==> config.mk <==
export PLATFORM = sky130hd
export DESIGN_NAME = xadc_drp_sequencer_flat
export DESIGN_NICKNAME = d
export VERILOG_FILES = /design/src/rtl/xadc_pkg.sv /design/src/rtl/xadc_drp_sequencer_if.sv /design/src/rtl/xadc_drp_sequencer.sv /design/src/flat_wrapper.sv
export SDC_FILE = /design/constraint.sdc
export NUM_CORES = 1
export LEC_CHECK = 0
export CORE_AREA = 2 2 80 82
export DETAILED_ROUTE_END_ITERATION = 10
export DIE_AREA = 0 0 82 84
export GPL_ROUTABILITY_DRIVEN = 0
export PLACE_DENSITY = 0.92
export SETUP_SLACK_MARGIN = 0.1
export SYNTH_ARGS = -nofsm -noshare
export SYNTH_HDL_FRONTEND = slang
export SYNTH_SLANG_ARGS = --single-unit
==> constraint.sdc <==
create_clock -name dclk_in -period 3.59 [get_ports dclk_in]
set_input_delay 0.718 -clock dclk_in [delete_from_list [all_inputs] [get_ports dclk_in]]
set_output_delay 0.718 -clock dclk_in [all_outputs]
set_load 0.05 [all_outputs]
==> src/rtl/xadc_pkg.sv <==
// Shared constants and state encoding for the TeachEE XADC DRP read sequencer.
package xadc_pkg;

  localparam logic [6:0]  XADC_CURRENT_ADDR = 7'h14;
  localparam logic [6:0]  XADC_VOLTAGE_ADDR = 7'h1c;
  localparam int unsigned XADC_RESULT_W     = 12;
  localparam int unsigned XADC_DRP_ADDR_W   = 7;
  localparam int unsigned XADC_DRP_DATA_W   = 16;

  typedef enum logic [2:0] {
    SeqIdle     = 3'd0,
    SeqReqCur   = 3'd1,
    SeqWaitCur  = 3'd2,
    SeqReqVolt  = 3'd3,
    SeqWaitVolt = 3'd4,
    SeqDeliver  = 3'd5
  } xadc_seq_state_t;

endpackage

==> src/rtl/xadc_drp_sequencer_if.sv <==
// DRP port bundle between the sequencer (master) and the XADC or its BFM (slave).
interface xadc_drp_sequencer_if;
  import xadc_pkg::*;

  logic [XADC_DRP_ADDR_W-1:0] daddr_out;
  logic                       den_out;
  logic                       dwe_out;
  logic [XADC_DRP_DATA_W-1:0] di_out;
  logic                       drdy_in;
  logic [XADC_DRP_DATA_W-1:0] do_in;

  modport master (
    output daddr_out,
    output den_out,
    output dwe_out,
    output di_out,
    input  drdy_in,
    input  do_in
  );

  modport slave (
    input  daddr_out,
    input  den_out,
    input  dwe_out,
    input  di_out,
    output drdy_in,
    output do_in
  );

endinterface

==> src/rtl/xadc_drp_sequencer.sv <==
// Reads the current then voltage XADC channels over DRP on each end-of-sequence pulse
// and presents them as one paired sample on a valid/ready output.
module xadc_drp_sequencer
  import xadc_pkg::*;
#(
  parameter logic [6:0]  CURRENT_ADDR   = XADC_CURRENT_ADDR,
  parameter logic [6:0]  VOLTAGE_ADDR   = XADC_VOLTAGE_ADDR,
  parameter int unsigned TIMEOUT_CYCLES = 64
) (
  input  logic                     dclk_in,
  input  logic                     reset_n_in,
  input  logic                     eos_in,
  xadc_drp_sequencer_if.master     drp,
  output logic [XADC_RESULT_W-1:0] current_sample_out,
  output logic [XADC_RESULT_W-1:0] voltage_sample_out,
  output logic                     sample_valid_out,
  input  logic                     sample_ready_in,
  output logic                     overrun_out,
  output logic                     timeout_out
);

  localparam int unsigned     CntW    = $clog2(TIMEOUT_CYCLES + 1);
  localparam logic [CntW-1:0] CntTerm = CntW'(TIMEOUT_CYCLES);

  localparam logic [2:0] StIdle     = SeqIdle;
  localparam logic [2:0] StReqCur   = SeqReqCur;
  localparam logic [2:0] StWaitCur  = SeqWaitCur;
  localparam logic [2:0] StReqVolt  = SeqReqVolt;
  localparam logic [2:0] StWaitVolt = SeqWaitVolt;
  localparam logic [2:0] StDeliver  = SeqDeliver;

  logic [2:0]                 state_q, state_d;
  logic [CntW-1:0]            cnt_q, cnt_d, cnt_inc;
  logic [6:0]                 daddr_q, daddr_d;
  logic                       den_q, den_d;
  logic [XADC_RESULT_W-1:0]   cur_cap_q, cur_cap_d;
  logic [XADC_RESULT_W-1:0]   volt_cap_q, volt_cap_d;
  logic [XADC_RESULT_W-1:0]   cur_out_q, cur_out_d;
  logic [XADC_RESULT_W-1:0]   volt_out_q, volt_out_d;
  logic                       valid_q, valid_d;
  logic                       overrun_q, overrun_d;
  logic                       timeout_q, timeout_d;
  logic                       unused_do_lsbs;

  // The XADC result is left-justified; the low nibble carries no conversion data.
  assign unused_do_lsbs = ^drp.do_in[3:0];

  assign cnt_inc = cnt_q + CntW'(1);

  always_comb begin
    state_d    = state_q;
    cnt_d      = cnt_q;
    daddr_d    = '0;
    den_d      = 1'b0;
    cur_cap_d  = cur_cap_q;
    volt_cap_d = volt_cap_q;
    cur_out_d  = cur_out_q;
    volt_out_d = volt_out_q;
    valid_d    = valid_q;
    overrun_d  = 1'b0;
    timeout_d  = 1'b0;

    if (valid_q && sample_ready_in) begin
      valid_d = 1'b0;
    end

    case (state_q)
      StIdle: begin
        if (eos_in) begin
          state_d = StReqCur;
          den_d   = 1'b1;
          daddr_d = CURRENT_ADDR;
        end
      end
      StReqCur: begin
        cnt_d   = '0;
        state_d = StWaitCur;
      end
      StWaitCur: begin
        if (drp.drdy_in) begin
          cur_cap_d = drp.do_in[15:4];
          state_d   = StReqVolt;
          den_d     = 1'b1;
          daddr_d   = VOLTAGE_ADDR;
        end else begin
          cnt_d = cnt_inc;
          if (cnt_inc == CntTerm) begin
            timeout_d = 1'b1;
            cur_cap_d = '0;
            state_d   = StIdle;
          end
        end
      end
      StReqVolt: begin
        cnt_d   = '0;
        state_d = StWaitVolt;
      end
      StWaitVolt: begin
        if (drp.drdy_in) begin
          volt_cap_d = drp.do_in[15:4];
          state_d    = StDeliver;
        end else begin
          cnt_d = cnt_inc;
          if (cnt_inc == CntTerm) begin
            timeout_d  = 1'b1;
            cur_cap_d  = '0;
            volt_cap_d = '0;
            state_d    = StIdle;
          end
        end
      end
      StDeliver: begin
        state_d = StIdle;
        // A pending pair that is not being taken this cycle wins; the new pair is lost.
        if (valid_q && !sample_ready_in) begin
          overrun_d = 1'b1;
        end else begin
          cur_out_d  = cur_cap_q;
          volt_out_d = volt_cap_q;
          valid_d    = 1'b1;
        end
      end
      default: state_d = StIdle;
    endcase
  end

  always_ff @(posedge dclk_in or negedge reset_n_in) begin
    if (!reset_n_in) begin
      state_q    <= StIdle;
      cnt_q      <= '0;
      daddr_q    <= '0;
      den_q      <= 1'b0;
      cur_cap_q  <= '0;
      volt_cap_q <= '0;
      cur_out_q  <= '0;
      volt_out_q <= '0;
      valid_q    <= 1'b0;
      overrun_q  <= 1'b0;
      timeout_q  <= 1'b0;
    end else begin
      state_q    <= state_d;
      cnt_q      <= cnt_d;
      daddr_q    <= daddr_d;
      den_q      <= den_d;
      cur_cap_q  <= cur_cap_d;
      volt_cap_q <= volt_cap_d;
      cur_out_q  <= cur_out_d;
      volt_out_q <= volt_out_d;
      valid_q    <= valid_d;
      overrun_q  <= overrun_d;
      timeout_q  <= timeout_d;
    end
  end

  assign drp.daddr_out = daddr_q;
  assign drp.den_out   = den_q;
  assign drp.dwe_out   = 1'b0;
  assign drp.di_out    = '0;

  assign current_sample_out = cur_out_q;
  assign voltage_sample_out = volt_out_q;
  assign sample_valid_out   = valid_q;
  assign overrun_out        = overrun_q;
  assign timeout_out        = timeout_q;

endmodule

==> src/flat_wrapper.sv <==
// flat-port wrapper written by rule: the top's interface ports become plain ports
module xadc_drp_sequencer_flat import xadc_pkg::*;
#(
  parameter logic [6:0]  CURRENT_ADDR   = XADC_CURRENT_ADDR,
  parameter logic [6:0]  VOLTAGE_ADDR   = XADC_VOLTAGE_ADDR,
  parameter int unsigned TIMEOUT_CYCLES = 64
)
  (dclk_in, reset_n_in, eos_in, current_sample_out, voltage_sample_out, sample_valid_out, sample_ready_in, overrun_out, timeout_out, drp_daddr_out, drp_den_out, drp_dwe_out, drp_di_out, drp_drdy_in, drp_do_in);
  xadc_drp_sequencer_if drp_i ();
  input  logic dclk_in;
  input  logic reset_n_in;
  input  logic eos_in;
  output logic [XADC_RESULT_W-1:0] current_sample_out;
  output logic [XADC_RESULT_W-1:0] voltage_sample_out;
  output logic sample_valid_out;
  input  logic sample_ready_in;
  output logic overrun_out;
  output logic timeout_out;
  output wire logic [$bits(drp_i.daddr_out)-1:0] drp_daddr_out;
  output wire logic [$bits(drp_i.den_out)-1:0] drp_den_out;
  output wire logic [$bits(drp_i.dwe_out)-1:0] drp_dwe_out;
  output wire logic [$bits(drp_i.di_out)-1:0] drp_di_out;
  input wire logic [$bits(drp_i.drdy_in)-1:0] drp_drdy_in;
  input wire logic [$bits(drp_i.do_in)-1:0] drp_do_in;
  assign drp_daddr_out = drp_i.daddr_out;
  assign drp_den_out = drp_i.den_out;
  assign drp_dwe_out = drp_i.dwe_out;
  assign drp_di_out = drp_i.di_out;
  assign drp_i.drdy_in = drp_drdy_in;
  assign drp_i.do_in = drp_do_in;
  xadc_drp_sequencer #(.CURRENT_ADDR(CURRENT_ADDR), .VOLTAGE_ADDR(VOLTAGE_ADDR), .TIMEOUT_CYCLES(TIMEOUT_CYCLES)) u_core (.dclk_in(dclk_in), .reset_n_in(reset_n_in), .eos_in(eos_in), .drp(drp_i), .current_sample_out(current_sample_out), .voltage_sample_out(voltage_sample_out), .sample_valid_out(sample_valid_out), .sample_ready_in(sample_ready_in), .overrun_out(overrun_out), .timeout_out(timeout_out));
endmodule
=== Word level (Yosys, flattened, before mapping) ===
Cells that the tools add are included.

* Register bits after elaboration: 69
* Bits of input ports: 21
* Output and inout port bits: 52
* Word-level logic and storage cells: 62

* Add/sub/neg operators: 1
* Eq/ne operators: 9
* Multiplexer cells: 27
* Bitwise logic cells: 1
* Reduce and logical (&&, ||, !) cells: 13

{| class="wikitable"
|+ Operators with widths
! operator !! number
|-
| 2-to-1 mux 12 bit || 5
|-
| one-hot mux 7 bit (2 select lines) || 2
|-
| one-hot mux 12 bit (2 select lines) || 1
|-
| one-hot mux 3 bit (5 select lines) || 1
|-
| 2-to-1 mux 3 bit || 4
|-
| 2-to-1 mux 1 bit || 10
|-
| 2-to-1 mux 5 bit || 2
|-
| AND reduction 2 bit || 4
|-
| adder 7 x 1 -> 7 bit, second input constant || 1
|-
| == test 7 bit, second input constant || 1
|-
| 2-to-1 mux 7 bit || 1
|-
| == test 3 x 2 -> 1 bit, second input constant || 2
|-
| == test 3 bit, second input constant || 2
|-
| != test 2 bit, second input constant || 3
|-
| nonzero test 2 bit || 3
|-
| OR reduction 2 bit || 2
|-
| == test 3 x 1 -> 1 bit, second input constant || 1
|-
| zero test 3 bit || 1
|-
| logical AND 1 bit || 2
|-
| one-hot mux 1 bit (2 select lines) || 1
|-
| zero test 1 bit || 1
|-
| inverter 1 bit || 1
|}

=== Logic depth before layout (Yosys ltp) ===
* Depth in word-level cells: 5
* Depth in mapped cells: 7
* Gate-level depth less buffers: 5

=== Least setup slack after synthesis ===
No wires, ideal clock.

* Path type: register -> register
* Start: register u_core.cnt_q[0]
* End: register u_core.cur_cap_q[10]
* Library setup time: 0.125 ns
* Data arrival time: 1.808 ns
* Required time: 3.465 ns
* Slack: 1.657 ns
* Cell stages (with the launch flop): 7
* Buffers on the path: 1
* Period minus slack after synthesis: 1.933 ns
* Path through: dfrtp_1 -> ha_1 -> xnor2_1 -> or4b_4 -> a21oi_4 -> buf_6 -> o21ai_2

* Word-level cells in the longest chain between the ends: 5
* Elaborated cells between the ends (all ways): 6
* Classes of those cells: 1 x add/sub; 1 x eq/ne; 4 x mux

{| class="wikitable"
|+ RTL lines
! what !! line !! text
|-
| start: declaration || xadc_drp_sequencer.sv:33 || <nowiki>logic [CntW-1:0] cnt_q, cnt_d, cnt_inc;</nowiki>
|-
| start signal: assignment || xadc_drp_sequencer.sv:142 || <nowiki>cnt_q <= cnt_d;</nowiki>
|-
| adder 7 x 1 -> 7 bit * || xadc_drp_sequencer.sv:48 || <nowiki>assign cnt_inc = cnt_q + CntW'(1);</nowiki>
|-
| == test 7 bit * || xadc_drp_sequencer.sv:87, xadc_drp_sequencer.sv:104 ||
|-
| 2-to-1 mux 12 bit * || n/a ||
|-
| 2-to-1 mux 12 bit (on tied branches) || n/a ||
|-
| one-hot mux 12 bit (2 select lines) * || n/a ||
|-
| end signal: assignment || xadc_drp_sequencer.sv:145 || <nowiki>cur_cap_q <= cur_cap_d;</nowiki>
|-
| end: declaration || xadc_drp_sequencer.sv:36 || <nowiki>logic [XADC_RESULT_W-1:0] cur_cap_q, cur_cap_d;</nowiki>
|}

Mark *: on every way between the ends. The rest lies on a longest branch, timed or not. The select of a mux whose other input is x is not followed.
A chain may end at the register's enable or synchronous reset.

=== Final worst setup path ===
* Start: register u_core.cnt_q[0]
* End: register u_core.volt_cap_q[6]

* Word-level cells in the longest chain between the ends: 4

{| class="wikitable"
|+ RTL lines
! what !! line !! text
|-
| adder 7 x 1 -> 7 bit || xadc_drp_sequencer.sv:48 ||
|-
| == test 7 bit || xadc_drp_sequencer.sv:104 || <nowiki>if (cnt_inc == CntTerm) begin</nowiki>
|-
| nonzero test 2 bit (no line) || n/a ||
|-
| AND reduction 2 bit (no line) || n/a ||
|-
| end signal: assignment || xadc_drp_sequencer.sv:146 || <nowiki>volt_cap_q <= volt_cap_d;</nowiki>
|-
| end: declaration || xadc_drp_sequencer.sv:37 || <nowiki>logic [XADC_RESULT_W-1:0] volt_cap_q, volt_cap_d;</nowiki>
|}

Every way passes these cells.

==> impl_metrics.csv <==
group,metric,value,unit
timing,worstMarginPinSlew,1010,ps
clock_tree,clock_path_buffers,2,
timing,maxSlewViolCount,0,
synth,yosys.area.top_type,"dfrtp_1",
synth,ys_types,39,
global_routing,grt_pass1_wl,10600,µm
drt,vias_per_cell,5.62,
finish,final_util,61.6,%
floorplanning,die_y,84,µm
critical_path,critical_path_class,"flop to flop",
timing,maxSlewHeadroom,32.7,%
timing,rsz0062_at_grt,"false",
clock_tree,cts_hold_buffers,0,
clock_tree,cts_setup_buffers,0,
drt,wl_per_cell,15.5,µm
synth,synth_common_cells,"63 x dfrtp_1, 35 x mux2_2, 35 x nand2_1",
place,placed_area,0.00356,mm²
clock_tree,clock_latency,340,ps
timing,holdWs,500,ps
drt,dr.pass1.iters,4,
clock_tree,cts_tree,"yes",
drt,wl_met1,2890,µm
global_routing,overflow,0,
clock_tree,cts_made_buffers,9,
synth,netlist_top_cells_area,"dfrtp_1 50%, mux2_2 12%, a22oi_1 6.2%",
critical_path,end_kind,"flop",
timing,fin_setup_tns,0,ps
drt,postRouteAntennaNets,0,
finish,fin_area,0.00376,mm²
finish,drive_above_1_share,21.8,%
floorplanning,die-area,0.00689,mm²
hold_path,hold_class,"input port to asynchronous set/reset pin",
drt,top_layer_used,"met4",
clock_tree,path_clk_slew,60,ps
power_and_ir_drop,leakage,1.47,nW
drt,post-route-drc-count,0,
global_routing,grt_pass1_vias,2121,
synth,ys_ff_latch,63,
synth,async_reset_ff_share,100,%
drt,route.met2.wl,2930,µm
critical_path,cp_max_fo,27,
finish,fin_nets,353,
finish,finalNonFillerCells,412,
finish,synthToLayoutAreaGrowth,19.0,%
clock_tree,ctsHtreeMaxLevel,3,
synth,yosysMostFrequentCell,"dfrtp_1",
synth,synth_edf_count,0,
run_status,run_status,"finished clean",
drt,routed_wl,6380,µm
critical_path,startpoint_type,"flop",
timing,setup_violations,0,
synth,synth.avg_cell_area,10.9,µm²
clock_tree,cts_resized,0,
clock_tree,cts-root-buf,"clkbuf_8",
critical_path,required,3770,ps
critical_path,crit_start,"u_core.cnt_q[0]$_DFFE_PN0P_",
power_and_ir_drop,p_total,3.37,mW
finish,fill_cells,476,
place,port_buffers,47,
critical_path,r2r_start,"u_core.cnt_q[0]$_DFFE_PN0P_",
timing,hold_viol,0,
place,dp_hpwl,4340,µm
floorplanning,start_util,51.8,%
synth,netlist.area_leader.share,50.0,%
job,maxCapViolations,0,
synth,syn-cell-area,0.00316,mm²
synth,ys_warn_count,0,
global_routing,antenna_found_initial,0,
drt,dr_wl_met3,432,µm
critical_path,cp.arrival,2700,ps
timing,min_period,2520,ps
clock_tree,clock_sinks,63,
global_routing,grt_max_degree,42,
power_and_ir_drop,vdd_drop_max,0.438,mV
synth,synth_cells,289,
place,dpl_worst_slack,912,ps
floorplanning,core_area,0.00610,mm²
floorplanning,rows,29,
timing,clock_skew,7.78,ps
global_routing,grt.total_usage,20.0,%
timing,max_freq,397,MHz
synth,ys.flop_type,"dfrtp_1",
power_and_ir_drop,power.density,897,mW/mm²
finish,diodes,0,
drt,first_iter_violations,228,
drt,vias,2316,
place,place_inst,397,
synth,yosysSeqAreaShare,50.0,%
floorplanning,die_w,82,µm
timing,fin_ws,1070,ps
timing,period_share,70.2,%
floorplanning,top_level_ports,73,
-- routing by layer --
| layer | vias up | global-route usage (%) |
|---|---|---|
| met1 | 1134 | 28.4 |
| met2 | 92 | 28.7 |
| li1 | 1076 | - |
| met5 | - | 0 |
| met4 | 0 | 7.88 |
| met3 | 14 | 5.74 |
-- cells in the final DEF, fill, tap and decap left out, types with 3 or more instances in the layout --
cell type / netlist / layout
nand2_1: 35 / 35
conb_1: 1 / 21
mux2_2: 35 / 35
clkdlybuf4s50_1: 0 / 46
a21oi_1: 4 / 4
o31a_1: 3 / 3
o21ai_2: 10 / 10
clkbuf_8: 0 / 11
nor3_1: 3 / 3
dfrtp_1: 63 / 63
inv_1: 3 / 3
buf_4: 24 / 5
nor2_1: 9 / 9
xnor2_1: 3 / 3
o21ai_0: 25 / 25
a22oi_1: 26 / 26
-- worst max-delay path, cell delays in order (launching register included) --
cell and delay [ps]:
dfrtp_1 470, ha_1 300, xnor2_1 150, or4b_4 530, a21oi_4 690, o21ai_0 220
-- sequential cells by signal (all words and copies together) (netlist names), 2 cells and up --
register,count
u_core.voltage_sample_out,12
u_core.state_q,3
u_core.drp.daddr_out,2
u_core.cur_cap_q,12
u_core.cnt_q,7
u_core.volt_cap_q,12
u_core.current_sample_out,12
-- area by class of cell --
cell class / count / area, µm² / share of cell area, %
Tap cell: 77 / 96.3 / 2.56
Clock buffer: 12 / 155 / 4.13
Clock inverter: 3 / 42.5 / 1.13
Sequential cell: 63 / 1580 / 42.0
Multi-Input combinational cell: 202 / 1370 / 36.5
Timing Repair Buffer: 52 / 503 / 13.4
Inverter: 3 / 11.3 / 0.300
-- cell families after synthesis --
logic type / after synthesis / share of synthesized area (%)
AOI/OAI and AO/OA: 76 / 16.3
xor gates and xnor gates: 3 / 0.833
adders and majority gates: 1 / 0.396
buffers and inverters: 44 / 9.04
DFF: 63 / 50.0
muxes: 37 / 13.2
other: 1 / 0.119
and+or+nand+nor: 64 / 10.2
-- path summary, 6_finish.rpt --
kind                                                                 end  slack [ps]  cells past startpoint
worst max-delay path                    u_core.volt_cap_q[6]$_DFFE_PN0P_        1070                      5
worst min-delay path                         u_core.cnt_q[4]$_DFFE_PN0P_         500                      1
worst max register to register          u_core.volt_cap_q[6]$_DFFE_PN0P_        1070                      5
worst min register to register  u_core.voltage_sample_out[5]$_DFFE_PN0P_         510                      1
max in group asynchronous                u_core.cur_cap_q[5]$_DFFE_PN0P_        2270                      2
min in group dclk_in            u_core.voltage_sample_out[5]$_DFFE_PN0P_         510                      1
-- report_power, final --
group	switching, mW	internal, mW	leakage [nW]
logic	0.941	0.614	0.697
clock network	0.259	0.354	0.0985
registers	0.241	0.962	0.678
(Power assumes the default switching activity.)
